File: src/rtl/pipe_pkg.sv
// Shared definitions for the elastic pipeline register and its helpers.
package pipe_pkg;

    localparam int WORD_SIZE   = 16;
    localparam int PIPE_CTRL_W = 8;

    // Encoding equals the number of held entries, so occupancy is the state itself.
    typedef enum logic [1:0] {
        ST_EMPTY = 2'd0,
        ST_FULL  = 2'd1,
        ST_SKID  = 2'd2
    } state_t;

endpackage

File: src/rtl/sat_counter.sv
// Saturating up-counter: counts inc pulses and sticks at all-ones.
module sat_counter #(
    parameter int W = 16
) (
    input  logic         clk,
    input  logic         reset_n,
    input  logic         inc,
    output logic [W-1:0] count
);

    // Count up on inc, never wrapping past the maximum value.
    always_ff @(posedge clk) begin
        if (!reset_n) begin
            count <= '0;
        end else if (inc && (count != {W{1'b1}})) begin
            count <= count + 1'b1;
        end
    end

endmodule

File: src/rtl/elastic_pipe_reg.sv
// Elastic pipeline stage register with a 2-entry skid buffer, flush, freeze
// and saturating stall/bubble performance counters.
//
// state    | meaning
// ST_EMPTY | no entry held, output bubble
// ST_FULL  | main entry presented downstream
// ST_SKID  | main presented, one more parked in skid; input closed
module elastic_pipe_reg
    import pipe_pkg::*;
#(
    parameter int DATA_W = WORD_SIZE,
    parameter int CTRL_W = PIPE_CTRL_W,
    parameter int CNT_W  = 16
) (
    input  logic              clk,
    input  logic              reset_n,
    input  logic              in_valid,
    output logic              in_ready,
    input  logic [CTRL_W-1:0] in_ctrl,
    input  logic [DATA_W-1:0] in_data,
    output logic              out_valid,
    input  logic              out_ready,
    output logic [CTRL_W-1:0] out_ctrl,
    output logic [DATA_W-1:0] out_data,
    input  logic              flush,
    input  logic              freeze,
    output logic [1:0]        occupancy,
    output logic [CNT_W-1:0]  stall_cnt,
    output logic [CNT_W-1:0]  bubble_cnt
);

    state_t            state, state_nxt;
    logic [CTRL_W-1:0] main_ctrl, main_ctrl_nxt, skid_ctrl, skid_ctrl_nxt;
    logic [DATA_W-1:0] main_data, main_data_nxt, skid_data, skid_data_nxt;
    logic              in_xfer, out_xfer;

    // Ready depends only on registered state plus the global controls.
    assign in_ready  = !freeze && !flush && (state != ST_SKID);
    assign out_valid = (state != ST_EMPTY);
    assign out_ctrl  = out_valid ? main_ctrl : '0;
    assign out_data  = main_data;
    assign occupancy = state;

    assign in_xfer   = in_valid && in_ready;
    assign out_xfer  = out_valid && out_ready && !freeze;

    // Register update; reset overrides flush and freeze.
    always_ff @(posedge clk) begin
        if (!reset_n) begin
            state     <= ST_EMPTY;
            main_ctrl <= '0;
            main_data <= '0;
            skid_ctrl <= '0;
            skid_data <= '0;
        end else begin
            state     <= state_nxt;
            main_ctrl <= main_ctrl_nxt;
            main_data <= main_data_nxt;
            skid_ctrl <= skid_ctrl_nxt;
            skid_data <= skid_data_nxt;
        end
    end

    // Next state and payload; flush wins over freeze, data regs survive a flush.
    always_comb begin
        state_nxt     = state;
        main_ctrl_nxt = main_ctrl;
        main_data_nxt = main_data;
        skid_ctrl_nxt = skid_ctrl;
        skid_data_nxt = skid_data;
        if (flush) begin
            state_nxt     = ST_EMPTY;
            main_ctrl_nxt = '0;
            skid_ctrl_nxt = '0;
        end else if (!freeze) begin
            unique case (state)
                ST_EMPTY: begin
                    if (in_xfer) begin
                        state_nxt     = ST_FULL;
                        main_ctrl_nxt = in_ctrl;
                        main_data_nxt = in_data;
                    end
                end
                ST_FULL: begin
                    if (in_xfer && out_xfer) begin
                        main_ctrl_nxt = in_ctrl;
                        main_data_nxt = in_data;
                    end else if (in_xfer) begin
                        state_nxt     = ST_SKID;
                        skid_ctrl_nxt = in_ctrl;
                        skid_data_nxt = in_data;
                    end else if (out_xfer) begin
                        state_nxt     = ST_EMPTY;
                    end
                end
                ST_SKID: begin
                    if (out_xfer) begin
                        state_nxt     = ST_FULL;
                        main_ctrl_nxt = skid_ctrl;
                        main_data_nxt = skid_data;
                    end
                end
                default: state_nxt = ST_EMPTY;
            endcase
        end
    end

    sat_counter #(.W(CNT_W)) u_stall_cnt (
        .clk     (clk),
        .reset_n (reset_n),
        .inc     (out_valid && !out_ready && !freeze),
        .count   (stall_cnt)
    );

    sat_counter #(.W(CNT_W)) u_bubble_cnt (
        .clk     (clk),
        .reset_n (reset_n),
        .inc     (!out_valid && !freeze),
        .count   (bubble_cnt)
    );

endmodule

File: config.mk
export PLATFORM = sky130hd
export DESIGN_NAME = elastic_pipe_reg
export DESIGN_NICKNAME = d
export VERILOG_FILES = /design/src/rtl/pipe_pkg.sv /design/src/rtl/sat_counter.sv /design/src/rtl/elastic_pipe_reg.sv
export SDC_FILE = /design/constraint.sdc
export NUM_CORES = 1
export LEC_CHECK = 0
export CORE_ASPECT_RATIO = 0.9
export CORE_MARGIN = 2
export CORE_UTILIZATION = 30
export CTS_BUF_LIST = sky130_fd_sc_hd__clkbuf_8
export CTS_CLUSTER_SIZE = 24
export DETAILED_ROUTE_END_ITERATION = 10
export GPL_ROUTABILITY_DRIVEN = 0
export GPL_TIMING_DRIVEN = 0
export SLEW_MARGIN = 40
export SYNTH_ARGS = -nofsm -noshare
export SYNTH_HDL_FRONTEND = slang
export SYNTH_HIERARCHICAL = 1
export SYNTH_SLANG_ARGS = --single-unit
File: constraint.sdc
create_clock -name clk -period 6.61 [get_ports clk]
set_input_delay 1.983 -clock clk [delete_from_list [all_inputs] [get_ports clk]]
set_output_delay 1.983 -clock clk [all_outputs]
set_load 0.1 [all_outputs]
## Word level (Yosys, flattened, before mapping)

Index checks and enable logic that the tools add are counted.

- Input bits: 30
- Word-level logic and storage cells: 62
- Flip-flop bits (word level): 82

- Reductions and logical operators: 24
- Mux-type cells: 15
- Eq/ne operators: 10
- Add/sub/neg operators: 2
- Bitwise operators: 4

Operators with widths:

| operator | count |
|---|---|
| 2-to-1 mux 16 bit | 3 |
| one-hot mux 16 bit (3 select lines) | 1 |
| adder 16 x 1 -> 16 bit, second input constant | 2 |
| 2-to-1 mux 8 bit | 4 |
| inequality test 16 bit, second input constant | 2 |
| one-hot mux 8 bit (3 select lines) | 1 |
| AND reduction 5 bit | 3 |
| logical AND 1 bit | 11 |
| 2-to-1 mux 2 bit | 5 |
| inequality test 2 bit, second input constant | 5 |
| one-hot mux 2 bit (3 select lines) | 1 |
| AND reduction 6 bit | 1 |
| zero test 1 bit | 4 |
| NOT 1 bit | 4 |
| AND reduction 4 bit | 1 |
| inequality test 3 bit, second input constant | 1 |
| nonzero test 3 bit | 1 |
| == test 2 x 1 -> 1 bit, second input constant | 1 |
| == test 2 bit, second input constant | 1 |
| zero test 2 bit | 1 |
| nonzero test 2 bit | 1 |
| OR reduction 2 bit | 1 |

## Logic depth before layout (Yosys ltp)

- Depth in word-level cells: 7
- Gate-level depth with buffers: 8

## Modules after synthesis

Netlist, hierarchy kept.

By module, submodules not included:

| module | area an instance (um2) | cells each | seq. area each (um2) | instances |
|---|---|---|---|---|
| elastic_pipe_reg | 2,298.5 | 253 | 1,001.0 | 1 |
| sat_counter | 837.1 | 97 | 320.3 | 2 |

## Least setup slack after synthesis

Ideal clock, no wire load.

- Kind: in2out
- From: in flush
- To: out in_ready
- Data arrival time: 3.314 ns
- Slack: 1.313 ns
- Required time: 4.627 ns
- Cell stages on the path: 4
- Path through: nor2_1 > buf_2 > clkbuf_1 > and2_1

- Cells in the longest elaborated chain, start to end: 3

Ends and longest elaborated chain:

| element | line | source |
|---|---|---|
| start, declared | elastic_pipe_reg.sv:25 | `input logic flush,` |
| zero test 1 bit | elastic_pipe_reg.sv:38 | `assign in_ready = !freeze && !flush && (state != ST_SKID);` |
| logical AND 1 bit (2 in a row) | elastic_pipe_reg.sv:38 |  |
| end, declared | elastic_pipe_reg.sv:18 | `output logic in_ready,` |

No other way between the ends.

## Worst setup path in the final report

- From: in freeze
- To: out in_ready

- Cells in the longest elaborated chain, start to end: 3

Ends and longest elaborated chain:

| element | line | source |
|---|---|---|
| start, declared | elastic_pipe_reg.sv:26 | `input logic freeze,` |
| zero test 1 bit | elastic_pipe_reg.sv:38 |  |
| logical AND 1 bit (2 in a row) | elastic_pipe_reg.sv:38 |  |

No other way between the ends.

==> metrics.sh <==
GROUTE.USAGE.OVERALL_PCT=14.3
CTS_BUFFERS=9
CP-START-KIND='input port'
DIE_AREA_UM2=14200
STDCELL_AREA_UM2=5020
WORST_CLOCK_SKEW_NS=0.00840
SHARE_OF_THE_CORE_FILLED_WITH_CELLS_PCT=39.1
CORE-AREA_UM2=12800
LAYOUT_WORST_PATH_CYCLE_SHARE_PCT=90.1
PIN_COUNT_OF_THE_BIGGEST_NET_ENTERING_GLOBAL_ROUTING=19
ROUTE.FINAL.WIRE_LENGTH_UM=10200
REPORT.FINAL.HOLD_VIOL_COUNT=0
PLACEMENT.CELL_AREA_UM2=4760
TYPE_OF_THE_WORST_SETUP_PATH='input port to output port'
WORST_SKEW_PAIR.LATE_LATENCY_NS=0.37
POST-ROUTE-MIN-PERIOD_NS=5.95
NETLIST.AREA_LEADER.SHARE_PCT=41.3
SETUP_REPAIR_AFTER_GLOBAL_ROUTING_MISSED_ITS_MARGIN='false'
OUTCOME='completed'
FMAXACHIEVABLE_MHz=168
HP-CLASS='flip-flop to flip-flop'
NORMALIZED_MAX_SLEW_MARGIN_PCT=48.0
PLACEDCELLCOUNT=699
FLOORPLAN.INITIALDENSITY_PCT=31.0
PROPORTION_OF_SYNTHESIZED_FLIP_FLOPS_HAVING_ASYNCHRONOUS_SET_OR_RESET_PCT=0
DETAIL_ROUTE.VIAS_PER_CELL=5.07
DRT_FIRST_PASS_ITERS=4
PIN_COUNT=90
IO_BUFFER_COUNT=88
SETUP-VIOLATIONS-FINAL=0
GLOBALROUTE.BUSIESTLAYER='met2'
CTS.HTREE.LEVELS=3
NETLIST-CELL-TYPE-COUNT=46
YOSYSWARNINGCOUNT=6
MOST-COMMON-LAYOUT-CELLS='82 x sky130_fd_sc_hd__dfxtp_1, 69 x sky130_fd_sc_hd__nand2_1, 68 x sky130_fd_sc_hd__buf_2'
USE_MET2_PCT=22.2
POSTLAYOUTSETUPSLACKWORST_NS=0.655
CTS_HOLD_BUF=0
ANTENNA_FOUND_INITIAL=0
GRTUSAGEMET3_PCT=5.39
POSTSYNTHAREAPERCELL_UM2=8.89
ROUTE.DETAILED.DRC=0
FIRST_GLOBAL_VIAS=3300
CP_DATA_ARRIVAL_TIME_NS=3.97
FINAL_COMMON_CELL='sky130_fd_sc_hd__dfxtp_1'
CRITICAL_PATH.ENDPOINT_TYPE='output port'
POWER-PER-CELL-AREA_nW_PER_UM2=218
WL_PER_CELL_UM=14.3
SYN-CELL-AREA_UM2=3970
SLEW_VIOLATIONS=0
IR_WORST_VDD_mV=0.0815
MAX_CAP_VIOL_COUNT=0
DIE_HEIGHT_UM=113
CTS_ROOT_BUFFER='sky130_fd_sc_hd__clkbuf_8'
CTS_SETUP_BUFFERS=0
NETLIST.TOP_CELL.BY_AREA='sky130_fd_sc_hd__dfxtp_1'
TIMING.CRITICAL_PATH.REQUIRED_NS=4.63
YS.FLOP_TYPE='sky130_fd_sc_hd__dfxtp_1'
SYNTH-EDFF-COUNT=0
AREA_DELTA_SYNTH_FINAL_PCT=26.5
WORST-R2R-SETUP-SLACK_NS=3.93
ANTENNA_CELLS=0
PLACE_HPWL_UM=7330
NUM_VIAS=3624
DRT_ITER0_MARKERS=220
USE_MET1_PCT=18.3
FIN_CELLS=715
CLK_TRANSITION_REPORTED_PATHS_NS=0.08
WORST_SLEW_PIN_SLEW_NS=0.778
POSTSYNTHNETCOUNT=479
STATIC-LEAKAGE-POWER_nW=2.19
WORSTPATHMAXFANOUT=10
PRE_CTS_SLACK_NS=0.689
CLOCK_SINK_COUNT=82
CTSRESIZECOUNT=0
DIEWIDTH_UM=125
FINAL_LAYOUT_SIZE_SUFFIX_GT1_SHARE_PCT=18.5
CLK_PATH_BUF_DEPTH=2
YOSYSSEQAREASHARE_PCT=41.3
NETS=578
NETLIST_TOP_CELLS_AREA='sky130_fd_sc_hd__dfxtp_1 41%, sky130_fd_sc_hd__mux2i_1 7.8%, sky130_fd_sc_hd__nand2_1 6.5%'
SYNTHCELLS=447
GLOBALROUTEOVERFLOWTOTAL=0
TRITONCTS='built'
SYNTH.FF_LATCH_COUNT=82
STD_CELL_ROWS=39
GRT_PASS1_WL_UM=16400
ANTENNA_VIOLATING_NETS_POST_ROUTE=0
state kept, by name, summed over array words and instances (netlist names):
signal / count
out_data: 16
u_bubble_cnt/count: 16
u_stall_cnt/count: 16
main_ctrl: 8
skid_data: 16
skid_ctrl: 8
occupancy: 2
per-layer routing:
metal / vias up / part of all wire, %
met5: - / 0
met4: 0 / 1.6
met3: 13 / 6.7
met2: 90 / 45
met1: 1693 / 47
li1: 1828 / -
worst max-delay path, cell delays in order:
cell and delay [ns]:
sky130_fd_sc_hd__clkdlybuf4s50_1 0.58, sky130_fd_sc_hd__nor2_1 0.19, sky130_fd_sc_hd__buf_2 0.25, sky130_fd_sc_hd__clkbuf_1 0.33, sky130_fd_sc_hd__and2_1 0.20, sky130_fd_sc_hd__buf_2 0.43
cell families after synthesis:
group | Yosys count | share of synthesized area [%]
DFF | 82 | 41.3
buffers and inverters | 36 | 4.44
AOI/OAI and AO/OA | 99 | 18.4
and+or+nand+nor | 192 | 26.3
muxes | 31 | 7.81
adders and majority gates | 2 | 0.630
xor gates and xnor gates | 5 | 1.10
Yosys cell counts, types with 8 or more instances:
| cell | instances |
|---|---|
| sky130_fd_sc_hd__nand2_1 | 69 |
| sky130_fd_sc_hd__mux2i_1 | 31 |
| sky130_fd_sc_hd__a21boi_0 | 16 |
| sky130_fd_sc_hd__o21ai_0 | 10 |
| sky130_fd_sc_hd__clkbuf_1 | 11 |
| sky130_fd_sc_hd__a21oi_1 | 28 |
| sky130_fd_sc_hd__o31ai_1 | 10 |
| sky130_fd_sc_hd__inv_1 | 10 |
| sky130_fd_sc_hd__nor2b_1 | 9 |
| sky130_fd_sc_hd__buf_2 | 8 |
| sky130_fd_sc_hd__nand3_1 | 28 |
| sky130_fd_sc_hd__nor2_1 | 22 |
| sky130_fd_sc_hd__or4_1 | 10 |
| sky130_fd_sc_hd__o211a_1 | 18 |
| sky130_fd_sc_hd__dfxtp_1 | 82 |
report_power, final:
part	internal, W	switching [W]
combinational	0.0000389	0.0000943
sequential	0.000502	0.00000508
clock	0.000270	0.000186
total	0.000812	0.000285
through the flow:
step	hold slack (ns)	setup TNS, ns	total power (W)
2_1_floorplan	0.436	0	0.000612
3_3_place_gp	0.442	-0.0356	0.000659
3_5_place_dp	0.446	0	0.000653
4_1_cts	0.457	0	0.00111
5_1_grt	0.472	0	0.00114
6_report	0.455	0	0.00110
area by class of cell:
type | count | area [um2]
clock inverter | 5 | 100
inverter | 10 | 37.5
multi-input combinational | 329 | 2170
clock buffer | 11 | 151
buffer | 26 | 139
fill | 1330 | 7810
tap | 164 | 205
sequential | 82 | 1640
timing repair buffer | 88 | 581
worst paths after layout:
path              cells after the start                endpoint    startpoint
setup reg to reg                      7  u_bubble_cnt/count[13]  occupancy[0]
hold reg to reg                       2            skid_ctrl[0]  skid_ctrl[0]
hold / removal                        2            skid_ctrl[0]  skid_ctrl[0]
setup / recovery                      6                in_ready        freeze
Power figures use the tool's default switching activity.
